$ cat config.mk
export PLATFORM = sky130hd
export DESIGN_NAME = rob_dispatch_alloc_flat
export DESIGN_NICKNAME = d
export VERILOG_FILES = /design/src/rtl/rob_dispatch_alloc_if.sv /design/src/rtl/rob_dispatch_alloc.sv /design/src/flat_wrapper.sv
export SDC_FILE = /design/constraint.sdc
export NUM_CORES = 1
export LEC_CHECK = 0
export ABC_AREA = 1
export CAP_MARGIN = 15
export CORE_ASPECT_RATIO = 0.75
export CORE_MARGIN = 5
export CORE_UTILIZATION = 30
export DETAILED_ROUTE_END_ITERATION = 10
export PLACE_DENSITY_LB_ADDON = 0.05
export REMOVE_ABC_BUFFERS = 1
export SLEW_MARGIN = 20
export SYNTH_ARGS = -nofsm -noshare
export SYNTH_HDL_FRONTEND = slang
export SYNTH_SLANG_ARGS = --single-unit
$ cat constraint.sdc
create_clock -name clk_i -period 2.4 [get_ports clk_i]
set_input_delay 0.48 -clock clk_i [delete_from_list [all_inputs] [get_ports clk_i]]
set_output_delay 0.48 -clock clk_i [all_outputs]
set_load 0.02 [all_outputs]
$ cat src/rtl/rob_dispatch_alloc_if.sv
// Decode-to-allocator handshake plus the ROB dispatch/commit port.
// The allocator connects through the slave modport.
interface rob_dispatch_alloc_if #(
    parameter int ROB_SEL  = 6,
    parameter int INSN_LEN = 32,
    parameter int REG_SEL  = 5
);
    logic                dec_valid_i;
    logic                dec_ready_o;
    logic [INSN_LEN-1:0] dec_pc_i;
    logic                dec_dstvalid_i;
    logic [REG_SEL-1:0]  dec_dst_i;
    logic                stall_i;
    logic [1:0]          comnum_i;
    logic                dp1_o;
    logic [ROB_SEL-1:0]  dp1_addr_o;
    logic [INSN_LEN-1:0] pc_dp1_o;
    logic                dstvalid_dp1_o;
    logic [REG_SEL-1:0]  dst_dp1_o;
    logic [ROB_SEL:0]    rob_count_o;
    logic                rob_full_o;
    logic                rob_empty_o;

    modport master (
        output dec_valid_i, dec_pc_i, dec_dstvalid_i, dec_dst_i, stall_i, comnum_i,
        input  dec_ready_o, dp1_o, dp1_addr_o, pc_dp1_o, dstvalid_dp1_o, dst_dp1_o,
        input  rob_count_o, rob_full_o, rob_empty_o
    );

    modport slave (
        input  dec_valid_i, dec_pc_i, dec_dstvalid_i, dec_dst_i, stall_i, comnum_i,
        output dec_ready_o, dp1_o, dp1_addr_o, pc_dp1_o, dstvalid_dp1_o, dst_dp1_o,
        output rob_count_o, rob_full_o, rob_empty_o
    );
endinterface

$ cat src/rtl/rob_dispatch_alloc.sv
// Dispatch-side ROB allocator: hands out tail entries to decoded instructions,
// registers the dispatch port and tracks occupancy against ROB commits.
module rob_dispatch_alloc #(
    parameter int ROB_NUM  = 64,
    parameter int ROB_SEL  = 6,
    parameter int INSN_LEN = 32,
    parameter int REG_SEL  = 5
) (
    input logic                 clk_i,
    input logic                 reset_ni,
    rob_dispatch_alloc_if.slave bus
);
    localparam logic [ROB_SEL:0] FULL_COUNT = (ROB_SEL+1)'(ROB_NUM);

    logic [ROB_SEL-1:0]  tail;
    logic [ROB_SEL-1:0]  head;
    logic [ROB_SEL:0]    count;
    logic                ready;
    logic                accept;
    logic                commit;

    logic                dp1;
    logic [ROB_SEL-1:0]  dp1_addr;
    logic [INSN_LEN-1:0] pc_dp1;
    logic                dstvalid_dp1;
    logic [REG_SEL-1:0]  dst_dp1;

    // Ready depends only on registered count and stall; commits free slots
    // for the next cycle, never the current one.
    always_comb begin
        ready  = reset_ni && !bus.stall_i && (count != FULL_COUNT);
        accept = bus.dec_valid_i && ready;
        commit = (bus.comnum_i != 2'd0) && (count != '0);
    end

    always_ff @(posedge clk_i or negedge reset_ni) begin
        if (!reset_ni) begin
            tail  <= '0;
            head  <= '0;
            count <= '0;
        end else begin
            if (accept) begin
                tail <= tail + ROB_SEL'(1);
            end
            if (commit) begin
                head <= head + ROB_SEL'(1);
            end
            count <= count + {{ROB_SEL{1'b0}}, accept} - {{ROB_SEL{1'b0}}, commit};
        end
    end

    always_ff @(posedge clk_i or negedge reset_ni) begin
        if (!reset_ni) begin
            dp1          <= 1'b0;
            dp1_addr     <= '0;
            pc_dp1       <= '0;
            dstvalid_dp1 <= 1'b0;
            dst_dp1      <= '0;
        end else begin
            dp1 <= accept;
            if (accept) begin
                dp1_addr     <= tail;
                pc_dp1       <= bus.dec_pc_i;
                dstvalid_dp1 <= bus.dec_dstvalid_i;
                dst_dp1      <= bus.dec_dst_i;
            end
        end
    end

    always_comb begin
        bus.dec_ready_o    = ready;
        bus.dp1_o          = dp1;
        bus.dp1_addr_o     = dp1_addr;
        bus.pc_dp1_o       = pc_dp1;
        bus.dstvalid_dp1_o = dstvalid_dp1;
        bus.dst_dp1_o      = dst_dp1;
        bus.rob_count_o    = count;
        bus.rob_full_o     = (count == FULL_COUNT);
        bus.rob_empty_o    = (count == '0);
    end
endmodule

$ cat src/flat_wrapper.sv
// flat-port wrapper written by rule: the top's interface ports become plain ports
module rob_dispatch_alloc_flat 
#(
    parameter int ROB_NUM  = 64,
    parameter int ROB_SEL  = 6,
    parameter int INSN_LEN = 32,
    parameter int REG_SEL  = 5
)
  (clk_i, reset_ni, bus_dec_valid_i, bus_dec_pc_i, bus_dec_dstvalid_i, bus_dec_dst_i, bus_stall_i, bus_comnum_i, bus_dec_ready_o, bus_dp1_o, bus_dp1_addr_o, bus_pc_dp1_o, bus_dstvalid_dp1_o, bus_dst_dp1_o, bus_rob_count_o, bus_rob_full_o, bus_rob_empty_o);
  rob_dispatch_alloc_if #(.ROB_SEL(ROB_SEL), .INSN_LEN(INSN_LEN), .REG_SEL(REG_SEL)) bus_i ();
  input logic clk_i;
  input logic reset_ni;
  input wire logic [$bits(bus_i.dec_valid_i)-1:0] bus_dec_valid_i;
  input wire logic [$bits(bus_i.dec_pc_i)-1:0] bus_dec_pc_i;
  input wire logic [$bits(bus_i.dec_dstvalid_i)-1:0] bus_dec_dstvalid_i;
  input wire logic [$bits(bus_i.dec_dst_i)-1:0] bus_dec_dst_i;
  input wire logic [$bits(bus_i.stall_i)-1:0] bus_stall_i;
  input wire logic [$bits(bus_i.comnum_i)-1:0] bus_comnum_i;
  output wire logic [$bits(bus_i.dec_ready_o)-1:0] bus_dec_ready_o;
  output wire logic [$bits(bus_i.dp1_o)-1:0] bus_dp1_o;
  output wire logic [$bits(bus_i.dp1_addr_o)-1:0] bus_dp1_addr_o;
  output wire logic [$bits(bus_i.pc_dp1_o)-1:0] bus_pc_dp1_o;
  output wire logic [$bits(bus_i.dstvalid_dp1_o)-1:0] bus_dstvalid_dp1_o;
  output wire logic [$bits(bus_i.dst_dp1_o)-1:0] bus_dst_dp1_o;
  output wire logic [$bits(bus_i.rob_count_o)-1:0] bus_rob_count_o;
  output wire logic [$bits(bus_i.rob_full_o)-1:0] bus_rob_full_o;
  output wire logic [$bits(bus_i.rob_empty_o)-1:0] bus_rob_empty_o;
  assign bus_i.dec_valid_i = bus_dec_valid_i;
  assign bus_i.dec_pc_i = bus_dec_pc_i;
  assign bus_i.dec_dstvalid_i = bus_dec_dstvalid_i;
  assign bus_i.dec_dst_i = bus_dec_dst_i;
  assign bus_i.stall_i = bus_stall_i;
  assign bus_i.comnum_i = bus_comnum_i;
  assign bus_dec_ready_o = bus_i.dec_ready_o;
  assign bus_dp1_o = bus_i.dp1_o;
  assign bus_dp1_addr_o = bus_i.dp1_addr_o;
  assign bus_pc_dp1_o = bus_i.pc_dp1_o;
  assign bus_dstvalid_dp1_o = bus_i.dstvalid_dp1_o;
  assign bus_dst_dp1_o = bus_i.dst_dp1_o;
  assign bus_rob_count_o = bus_i.rob_count_o;
  assign bus_rob_full_o = bus_i.rob_full_o;
  assign bus_rob_empty_o = bus_i.rob_empty_o;
  rob_dispatch_alloc #(.ROB_NUM(ROB_NUM), .ROB_SEL(ROB_SEL), .INSN_LEN(INSN_LEN), .REG_SEL(REG_SEL)) u_core (.clk_i(clk_i), .reset_ni(reset_ni), .bus(bus_i));
endmodule
# [Word-level counts from Yosys, hierarchy flattened]
# Cells that the tools add are included.
# Widths: inputs -> output; s select.
[totals] out_inout_bits=55 input_bits=44 regBits=58
[op_classes] add_sub_neg=3 eq_ne=2 reduce_logical=8
[ops] cell="$add 7x1->7" count=1
[ops] cell="$eq 7x7->1 const B" count=1
[ops] cell="$logic_not 7->1" count=1
[ops] cell="$ne 7x7->1 const B" count=1
[ops] cell="$reduce_bool 7->1" count=1
[ops] cell="$sub 7x1->7" count=1
[ops] cell="$add 6x1->6 const B" count=1
[ops] cell="$logic_and 1x1->1" count=4
[ops] cell="$reduce_bool 2->1" count=1
[ops] cell="$logic_not 1->1" count=1

# [Logic depth before layout (Yosys ltp)]
# Gate-level depths: netlist of the first run.
[logic_depth] ltp_word=6 depth_mapped=17

# [Worst setup path before layout of the first run]
# Ideal clock, no wire load.
[synth_path] path_type="reg2reg" startpoint="reg u_core.count[2] (netlist: u_core.bus.rob_count_o[2])" endpoint="reg u_core.count[6] (netlist: u_core.bus.rob_count_o[6])" stages_incl_launch_ff=16 path_slack_ns=-0.187 setup_ns=0.117 period_less_slack_ns=2.587 arrival_time_ns=2.470 cell_sequence="dfrtp_1 -> inv_1 -> ha_1 -> nand3_1 -> nor2_1 -> nor2_1 -> ha_1 -> inv_1 -> ha_1 -> fa_1 -> nand2_1 -> nand2_1 -> nand3_1 -> nand2_1 -> nand2_1 -> nand2_1"
[synth_between] elab_chain_cells=5 word_cells_on_any_way=7 cone_classes="2 x add/sub; 1 x eq/ne; 4 x reduce/logical"
[synth_lines] item="from (decl)" line="rob_dispatch_alloc.sv:17" source="logic [ROB_SEL:0] count;"
[synth_lines] item="from (signal assigned)" line="rob_dispatch_alloc.sv:48" source="count <= count + {{ROB_SEL{1'b0}}, accept} - {{ROB_SEL{1'b0}}, commit};"
[synth_lines] item="$ne 7x7->1" line="rob_dispatch_alloc.sv:31" source="ready = reset_ni && !bus.stall_i && (count != FULL_COUNT);"
[synth_lines] item="$logic_and 1x1->1" line="rob_dispatch_alloc.sv:31"
[synth_lines] item="$logic_and 1x1->1" line="rob_dispatch_alloc.sv:32" source="accept = bus.dec_valid_i && ready;"
[synth_lines] item="$add 7x1->7" line="rob_dispatch_alloc.sv:48"
[synth_lines] item="$sub 7x1->7 (*)" line="rob_dispatch_alloc.sv:48"
# Every way passes the cells marked *; elsewhere a longest branch is shown, timed or not.
# A chain may end at the register's enable or synchronous reset.

# [Final worst setup path of the first run]
[layout_path] startpoint="reg u_core.count[3] (netlist: u_core.bus.rob_count_o[3])" endpoint="out bus_rob_empty_o"
[layout_between] elab_chain_cells=1
[layout_lines] item="$logic_not 7->1" line="rob_dispatch_alloc.sv:79" source="bus.rob_empty_o = (count == '0);"
[layout_lines] item="to (decl)" line="flat_wrapper.sv:27" source="output wire logic [$bits(bus_i.rob_empty_o)-1:0] bus_rob_empty_o;"
# Every way passes these cells.

==> impl_metrics.py, run 1 <==
metrics = {
    "drt": {
        "wire_per_inst_um": 15.3,
        "via_count": 2510,
        "ant_nets": 0,
        "drc": 0,
        "drtIter0Drc": 147,
        "wl_mm": 8.17,
        "avgViaCountPerCell": 4.69,
        "first_pass_iters": 4,
    },
    "worst_setup_path": {
        "crit_path_top_delay_cell": "clkdlybuf4s50_1",
        "cp.arrival_ns": 1.78,
        "ff2ff_setup_slack_ns": 0.15,
        "cp-end-kind": "primary output",
        "startpoint_type": "register",
        "worstPathCellList": "inv_2, ha_2, nand3_1, nor2_2, clkdlybuf4s50_1",
        "worst-path-max-fanout": 2,
        "crit_required_ns": 1.92,
        "max_stage_delay_ns": 0.61,
        "critPathBufInv": 2,
        "critical_path_class": "register to primary output",
        "crit_family": "buffers and inverters",
    },
    "clocking": {
        "cts_buffers": 9,
        "ctsRootBufferMaster": "clkbuf_16",
        "ctsHtreeMaxLevel": 3,
        "cts_tree": "yes",
        "cts.clk_slew.worst_paths_ns": 0.05,
        "clk_latency_ns": 0.32,
        "cts.hold.buffers_added": 0,
        "clk_path_buf_depth": 2,
        "cts_sinks": 58,
    },
    "synthesis": {
        "yosysTopAreaCell": "dfrtp_1",
        "yosysUniqueCellTypes": 22,
        "yosysMostFrequentCell": "nand2_1",
        "ys_ff_latch": 58,
        "synth-seq-area-share_pct": 52.6,
        "synthTopCellsByCount": "nand2_1 (122), dfrtp_1 (58), nand4_1 (51), inv_1 (21), ha_1 (10)",
        "ys_warn_count": 0,
        "syn_area_per_cell_sq_um": 8.73,
        "synthTopCellsByArea": "dfrtp_1 (53%), nand2_1 (17%), nand4_1 (12%), ha_1 (4.5%), inv_1 (2.9%)",
        "ys.flop_type": "dfrtp_1",
        "synthCells": 316,
        "synth_edf_count": 0,
        "synthArstFlopShare_pct": 100,
        "synth_area_sq_um": 2760,
        "synth_top_area_share_pct": 52.6,
    },
    "sta": {
        "setup_viol": 0,
        "setup_tns_ns": 0,
        "period_needed_ns": 2.26,
        "period_share_pct": 94.3,
        "slew_violations": 0,
        "relSlewSlack_pct": 49.0,
        "hold_viol_final": 0,
        "fin_ws_ns": 0.138,
        "fmax_mhz": 442,
        "skew_ns": 0.00623,
        "hold_slack_ns": 0.368,
        "tightest_slew_ns": 0.764,
    },
    "finish": {
        "syn2layout_area_growth_pct": 51.6,
        "utilization_pct": 46.4,
        "multi_input_area_sq_um": 1130,
        "drive_gt1_share_pct": 11.1,
        "insertedDiodeCount": 0,
        "nNetsFinal": 474,
        "seqCellArea_sq_um": 1450,
        "fillCellCount": 913,
        "stdcell_area_sq_um": 4180,
    },
    "floorplanning": {
        "die_w_um": 121,
        "rows": 30,
        "start_util_pct": 30.6,
        "die_area_sq_um": 11200,
        "core_sq_um": 9010,
        "io_pins": 99,
        "die_h_um": 93.0,
    },
    "hold_path": {
        "hold_class": "input pin to async pin",
    },
    "place": {
        "port-buffer-count": 98,
        "dp_slack_ns": -0.0528,
        "dpl.hpwl_mm": 5.39,
        "placedInstanceArea_sq_um": 3850,
        "place.gp.congestion": 0.715,
    },
    "power_and_ir_drop": {
        "cellPowerDensity_nw_per_um2": 1080,
        "peakVddDrop_mv": 0.351,
        "leakage_nw": 2.04,
    },
    "global_route": {
        "grt_max_degree": 59,
        "grt_antenna_before_repair": 0,
        "grt_pass1_wl_mm": 13.3,
        "grt_overflow": 0,
        "gr-usage-all-layers_pct": 15.1,
        "grt_pass1_vias": 2475,
    },
    "flow_run": {
        "max-cap-violations": 0,
    },
    "status": {
        "status": "finished clean",
    },
}
-- metrics by stage --
step | total power, mW | std cells
final | 4.51 | 535
after global routing | 4.83 | 535
after CTS | 4.49 | 533
after detailed placement | 3.19 | 518
after global placement | 3.20 | 518
after floorplan | 2.37 | 294
-- per-layer routing --
metal  wire length, um  part of all wire (%)  track usage (%)  vias up
li1                  -                     -                -     1244
met1              4050                    50             21.4     1167
met2              3260                    40             20.6       92
met3               755                   9.2             6.59        7
met4                96                   1.2             4.81        0
met5                 0                     0                0        -
-- layout make-up --
class / instances / area share (%)
Sequential cell: 58 / 34.7
Multi-Input combinational cell: 214 / 27.1
Timing Repair Buffer: 114 / 26.0
Clock buffer: 12 / 5.89
Tap cell: 112 / 3.35
Inverter: 22 / 1.97
Clock inverter: 3 / 0.958
-- state kept, by name, indices dropped and copies added (netlist names) --
| signal | count |
|---|---|
| u_core.bus.dst_dp1_o | 5 |
| u_core.bus.dp1_o | 1 |
| u_core.bus.pc_dp1_o | 32 |
| u_core.bus.dp1_addr_o | 6 |
| u_core.bus.dstvalid_dp1_o | 1 |
| u_core.bus.rob_count_o | 7 |
| u_core.tail | 6 |
-- repair_timing --
action | in CTS | in global routing
resized for setup | 2 | 11
gates cloned | 0 | 0
buffers inserted | 0 | 2
endpoints found under the setup margin | 2 | 4
pin swaps | 0 | 4
-- cells in the final DEF (no fill, tap or decap), drive strengths merged --
cell type / count
clkdlybuf4s50: 94
dfrtp: 58
inv: 22
clkbuf: 12
clkinv: 2
ha: 10
xor2: 4
bufinv: 1
buf: 18
a21oi: 2
nand4: 51
fa: 1
nor2: 11
dlygate4sd2: 2
or2: 1
nand3: 11
nand3b: 1
nand2: 122
-- where the power goes --
part,switching [mW],internal (mW),total [mW]
combinational,0.979,0.872,1.85
sequential,0.179,1.23,1.41
clock,0.432,0.822,1.25
total,1.59,2.92,4.51
-- logic make-up (layout without fill, tap and decap cells) --
family / count (synthesis) / in the layout / synth area share (%)
compound gates: 2 / 2 / 0.363
xor+xnor: 4 / 4 / 1.27
fa+ha+maj: 11 / 11 / 5.26
buf+inv: 44 / 151 / 7.30
flops: 58 / 58 / 52.6
simple gates: 197 / 197 / 33.2
-- worst paths after layout --
path | startpoint | to | depth (start not counted)
max | u_core.bus.rob_count_o[3]$_DFF_PN0_ | bus_rob_empty_o | 5
min | reset_ni | u_core.tail[2]$_DFFE_PN0P_ | 2
max reg2reg | u_core.bus.rob_count_o[3]$_DFF_PN0_ | u_core.bus.rob_count_o[6]$_DFF_PN0_ | 15
min reg2reg | u_core.bus.pc_dp1_o[24]$_DFFE_PN0P_ | u_core.bus.pc_dp1_o[24]$_DFFE_PN0P_ | 2
max in group asynchronous | reset_ni | u_core.bus.pc_dp1_o[22]$_DFFE_PN0P_ | 2
min in group clk_i | bus_dec_valid_i | u_core.bus.dp1_o$_DFF_PN0_ | 3
No activity file was read; power rests on OpenSTA's default activity.
==> inputs of run 2 (changes only) <==
--- a/constraint.sdc
+++ b/constraint.sdc
@@ -3,2 +3,2 @@
 set_output_delay 0.48 -clock clk_i [all_outputs]
-set_load 0.02 [all_outputs]
+set_load 0.05 [all_outputs]
==> impl_metrics.py, run 2 (synthesis gave the netlist of run 1 again) <==
metrics = {
    "sta": {
        "hold_viol_final": 0,
        "relSlewSlack_pct": 48.9,
        "tightest_slew_ns": 0.766,
        "fmax_mhz": 442,
        "fin_ws_ns": 0.139,
        "hold_slack_ns": 0.355,
        "rsz0062_at_grt": "true",
        "slew_violations": 0,
        "period_needed_ns": 2.26,
        "period_share_pct": 94.2,
        "setup_viol": 0,
        "skew_ns": 0.00592,
    },
    "finish": {
        "syn2layout_area_growth_pct": 53.3,
        "nNetsFinal": 469,
        "fin_cells": 531,
        "insertedDiodeCount": 0,
        "largest_reg_flops": 32,
        "mostFrequentLayoutCells": "nand2_1 (122), clkdlybuf4s50_1 (93), dfrtp_1 (58), nand4_1 (51), inv_1 (20)",
        "final_common_cell": "nand2_1",
        "utilization_pct": 46.9,
        "drive_gt1_share_pct": 10.3,
    },
    "floorplanning": {
        "die_w_um": 121,
        "die_h_um": 93.0,
        "die_area_sq_um": 11200,
        "core_sq_um": 9010,
        "start_util_pct": 30.6,
        "rows": 30,
        "io_pins": 99,
    },
    "clocking": {
        "clk_latency_ns": 0.32,
        "cts.clk_slew.worst_paths_ns": 0.05,
        "cts_sinks": 58,
        "postCtsResizedCells": 0,
        "clk_path_buf_depth": 2,
        "cts.hold.buffers_added": 0,
        "postCtsSetupBuffers": 0,
        "cts_tree": "yes",
        "ctsHtreeMaxLevel": 3,
        "ctsRootBufferMaster": "clkbuf_16",
        "cts_buffers": 9,
    },
    "worst_setup_path": {
        "critical_path_class": "register to register",
        "crit_required_ns": 2.61,
        "crit_top_cell": "nand2_1",
        "ff2ff_setup_slack_ns": 0.14,
        "worst-path-max-fanout": 3,
        "cp.arrival_ns": 2.47,
        "worstPathCellList": "inv_2, ha_2, nand3_1, nor2_2, nor2_1, ha_1, inv_1, ha_1, fa_2, nand2_1, nand2_1, nand3_1, nand2_1, nand2_1, nand2_1",
        "max_stage_delay_ns": 0.40,
        "startpoint_type": "register",
        "crit_path_top_delay_cell": "dfrtp_1",
        "reg2regPathDepth": 15,
        "cp-end-kind": "register",
    },
    "drt": {
        "drtIter0Drc": 145,
        "wl_mm": 8.36,
        "ant_nets": 0,
        "avgViaCountPerCell": 4.73,
        "via_count": 2509,
        "first_pass_iters": 4,
        "wire_per_inst_um": 15.7,
        "drc": 0,
    },
    "power_and_ir_drop": {
        "peakVddDrop_mv": 0.389,
        "finalPower_mw": 5.20,
        "cellPowerDensity_nw_per_um2": 1230,
        "clkPwrFrac_pct": 29.2,
        "leakage_nw": 2.06,
        "pwr-share-seq_pct": 27.1,
        "comb_power_share_pct": 43.7,
        "power.internal_mw": 3.12,
        "switching_share_pct": 40.1,
        "p_switching_mw": 2.08,
    },
    "global_route": {
        "grt_overflow": 0,
        "grt_pass1_wl_mm": 13.8,
        "gr-usage-all-layers_pct": 15.7,
        "grt_max_degree": 59,
        "grt_pass1_vias": 2591,
        "grt_antenna_before_repair": 1,
    },
    "place": {
        "place.gp.congestion": 0.737,
        "port-buffer-count": 98,
        "placed_cells": 515,
        "dp_slack_ns": -0.0507,
        "dpl.hpwl_mm": 5.47,
    },
    "status": {
        "status": "finished clean",
    },
    "flow_run": {
        "max-cap-violations": 0,
    },
    "hold_path": {
        "hold_class": "input pin to async pin",
    },
}
## run 2: final cells by class
| cell class | count | area, sq um |
|---|---|---|
| fill | 924 | 4780 |
| sequential | 58 | 1450 |
| multi-input combinational | 214 | 1120 |
| timing repair buffer | 109 | 1070 |
| clock buffer | 11 | 253 |
| tap | 112 | 140 |
| clock inverter | 5 | 100 |
| inverter | 22 | 82.6 |
## run 2: worst max-delay path: cells and delay by family (launching register included)
family                   cells  cell delay (ns)
adder cells (fa/ha/maj)      4             0.99
AND/OR/NAND/NOR              9             0.64
flip-flops                   1             0.40
buffers and inverters        2             0.12
## run 2: power groups by stage
stage,Clock [mW],Sequential [mW],Combinational [mW]
finish,1.52,1.41,2.27
global route,1.60,1.44,2.48
CTS,1.56,1.41,2.26
detailed placement,0,1.42,2.26
global placement,0,1.42,2.24
floorplan,0,2.13,0.726
## run 2: path summary, 6_finish.rpt
check,startpoint,to
min in group clk_i,bus_dec_valid_i,u_core.bus.dp1_o$_DFF_PN0_
min,reset_ni,u_core.bus.rob_count_o[5]$_DFF_PN0_
max reg2reg,u_core.bus.rob_count_o[4]$_DFF_PN0_,u_core.bus.rob_count_o[6]$_DFF_PN0_
max,u_core.bus.rob_count_o[4]$_DFF_PN0_,u_core.bus.rob_count_o[6]$_DFF_PN0_
max in group asynchronous,reset_ni,u_core.tail[1]$_DFFE_PN0P_
min reg2reg,u_core.bus.pc_dp1_o[0]$_DFFE_PN0P_,u_core.bus.pc_dp1_o[0]$_DFFE_PN0P_
## run 2: through the flow
| stage | setup TNS, ns | cell area, sq um |
|---|---|---|
| floorplan | -3.55 | 2640 |
| global placement | -0.0440 | 3850 |
| detailed placement | -0.0507 | 3850 |
| CTS | 0 | 4200 |
| global route | -0.0143 | 4230 |
| finish | 0 | 4230 |
## run 2: layer usage
| metal | wire length [um] | global-route usage (%) | up-vias |
|---|---|---|---|
| met3 | 838 | 7.44 | 8 |
| met4 | 87 | 5.75 | 2 |
| li1 | - | - | 1236 |
| met1 | 4180 | 21.7 | 1173 |
| met2 | 3230 | 21.2 | 90 |
| met5 | 20 | 0 | - |
==> inputs of run 3 (changes only) <==
Settings changed: CORE_UTILIZATION 30 to 40, SETUP_SLACK_MARGIN set to 0.02.
==> impl_metrics.py, run 3 (synthesis gave the netlist of run 1 again) <==
metrics = {
    "status": {
        "status": "finished clean",
    },
    "worst_setup_path": {
        "crit_required_ns": 2.62,
        "worst-path-max-fanout": 3,
        "cp-end-kind": "register",
        "startpoint_type": "register",
        "cp.arrival_ns": 2.45,
        "crit_top_cell": "nand2_1",
        "critPathBufInv": 2,
        "worst-path-stages": 15,
        "max_stage_delay_ns": 0.41,
        "crit_family": "adder cells",
        "critical_path_class": "register to register",
        "worstPathCellList": "inv_2, ha_4, nand3_1, nor2_2, nor2_1, ha_1, inv_1, ha_2, fa_2, nand2_1, nand2_2, nand3_2, nand2_1, nand2_1, nand2_1",
        "reg2regPathDepth": 15,
        "crit_path_top_delay_cell": "dfrtp_1",
    },
    "sta": {
        "skew_ns": 0.00745,
        "period_needed_ns": 2.23,
        "slew_violations": 0,
        "fin_ws_ns": 0.169,
        "tightest_slew_ns": 0.746,
        "setup_viol": 0,
        "relSlewSlack_pct": 50.3,
        "rsz0062_at_grt": "false",
        "period_share_pct": 92.9,
        "hold_viol_final": 0,
        "fmax_mhz": 448,
    },
    "clocking": {
        "clk_path_buf_depth": 2,
        "ctsHtreeMaxLevel": 3,
        "cts_tree": "yes",
        "cts_buffers": 9,
        "cts.clk_slew.worst_paths_ns": 0.06,
        "cts_sinks": 58,
        "ctsRootBufferMaster": "clkbuf_8",
        "clk_latency_ns": 0.33,
    },
    "floorplanning": {
        "die_area_sq_um": 8670,
        "core_sq_um": 6770,
        "rows": 26,
        "die_h_um": 81.9,
        "start_util_pct": 40.8,
        "die_w_um": 106,
        "io_pins": 99,
    },
    "flow_run": {
        "max-cap-violations": 0,
    },
    "place": {
        "place.gp.congestion": 0.780,
        "dp_slack_ns": -0.0653,
        "placedInstanceArea_sq_um": 3810,
        "port-buffer-count": 98,
        "dpl.hpwl_mm": 5.02,
    },
    "finish": {
        "largest_reg_flops": 32,
        "drive_gt1_share_pct": 11.0,
        "final_common_cell": "nand2_1",
        "syn2layout_area_growth_pct": 47.4,
        "nNetsFinal": 468,
        "stdcell_area_sq_um": 4060,
        "insertedDiodeCount": 0,
        "mostFrequentLayoutCells": "nand2_1 (121), clkdlybuf4s50_1 (93), dfrtp_1 (58), nand4_1 (51), inv_1 (17)",
    },
    "global_route": {
        "gr-usage-all-layers_pct": 18.2,
        "grt_max_degree": 59,
        "grt_pass1_wl_mm": 12.4,
        "grt_pass1_vias": 2444,
        "grt_antenna_before_repair": 0,
        "grt_overflow": 0,
    },
    "drt": {
        "drc": 0,
        "wl_mm": 7.67,
        "first_pass_iters": 4,
        "ant_nets": 0,
        "wire_per_inst_um": 15.3,
        "drtIter0Drc": 97,
        "via_count": 2497,
        "avgViaCountPerCell": 4.97,
    },
    "hold_path": {
        "hold_class": "input pin to async pin",
    },
    "power_and_ir_drop": {
        "cellPowerDensity_nw_per_um2": 1150,
        "leakage_nw": 1.98,
        "peakVddDrop_mv": 0.488,
    },
}
==> run 3: cell count changes in the layout (fill, tap and decap cells not counted) <==
cell       before  now
clkbuf_8        2   13
clkbuf_16       9    0
inv_1          20   17
inv_2           2    5
bufinv_16       3    1
clkbuf_1        0    2
clkinv_2        2    0
buf_6           1    0
ha_1            8    7
ha_4            1    2
nand2_1       122  121
nand2_2         0    1
nand3_1         9    8
nand3_2         1    2
==> run 3: metal layers <==
metal | wire (um) | global-route usage (%)
met1 | 3890 | 25.1
met2 | 3130 | 26.4
met3 | 602 | 7.78
met4 | 48 | 4.40
met5 | 0 | 0
==> run 3: per-stage QoR <==
| step | std cells | util (%) | TNS [ns] | hold slack, ns | power (mW) |
|---|---|---|---|---|---|
| after global placement | 486 | 56.3 | -0.0458 | 0.453 | 3.62 |
| final | 502 | 60.1 | 0 | 0.344 | 4.68 |
| after global routing | 502 | 60.1 | 0 | 0.405 | 5.00 |
| after floorplan | 294 | - | -3.55 | 0.184 | 2.85 |
| after detailed placement | 486 | 56.3 | -0.0915 | 0.458 | 3.64 |
| after CTS | 502 | 59.5 | 0 | 0.384 | 4.62 |
==> run 3: cell type report <==
cell class                      instances  area (sq um)
Fill cell                             610          2700
Sequential cell                        58          1450
Multi-Input combinational cell        214          1140
Timing Repair Buffer                  108          1060
Clock buffer                           15           186
Tap cell                               84           105
Inverter                               22          82.6
Clock inverter                          1          30.0
==> run 3: worst paths after layout <==
check                                                          from  slack (ns)                                   to
worst max-delay path            u_core.bus.rob_count_o[4]$_DFF_PN0_        0.17  u_core.bus.rob_count_o[6]$_DFF_PN0_
worst min-delay path                                       reset_ni        0.34  u_core.bus.pc_dp1_o[24]$_DFFE_PN0P_
worst max register to register  u_core.bus.rob_count_o[4]$_DFF_PN0_        0.17  u_core.bus.rob_count_o[6]$_DFF_PN0_
worst min register to register   u_core.bus.pc_dp1_o[1]$_DFFE_PN0P_        0.47   u_core.bus.pc_dp1_o[1]$_DFFE_PN0P_
max in group asynchronous                                  reset_ni        1.57  u_core.bus.pc_dp1_o[15]$_DFFE_PN0P_
min in group clk_i                                  bus_dec_valid_i        0.42           u_core.bus.dp1_o$_DFF_PN0_
==> run 3: where the power goes <==
group | internal, mW | switching, mW | total, mW
clock | 0.594 | 0.367 | 0.962
combinational | 0.842 | 1.46 | 2.30
sequential | 1.22 | 0.194 | 1.42
total | 2.66 | 2.02 | 4.68
==> run 3: repair_timing <==
item,4_1_cts,5_1_grt
buffers inserted,0,0
resized for setup,0,13
hold buffers,0,0
endpoints found under the setup margin,0,3
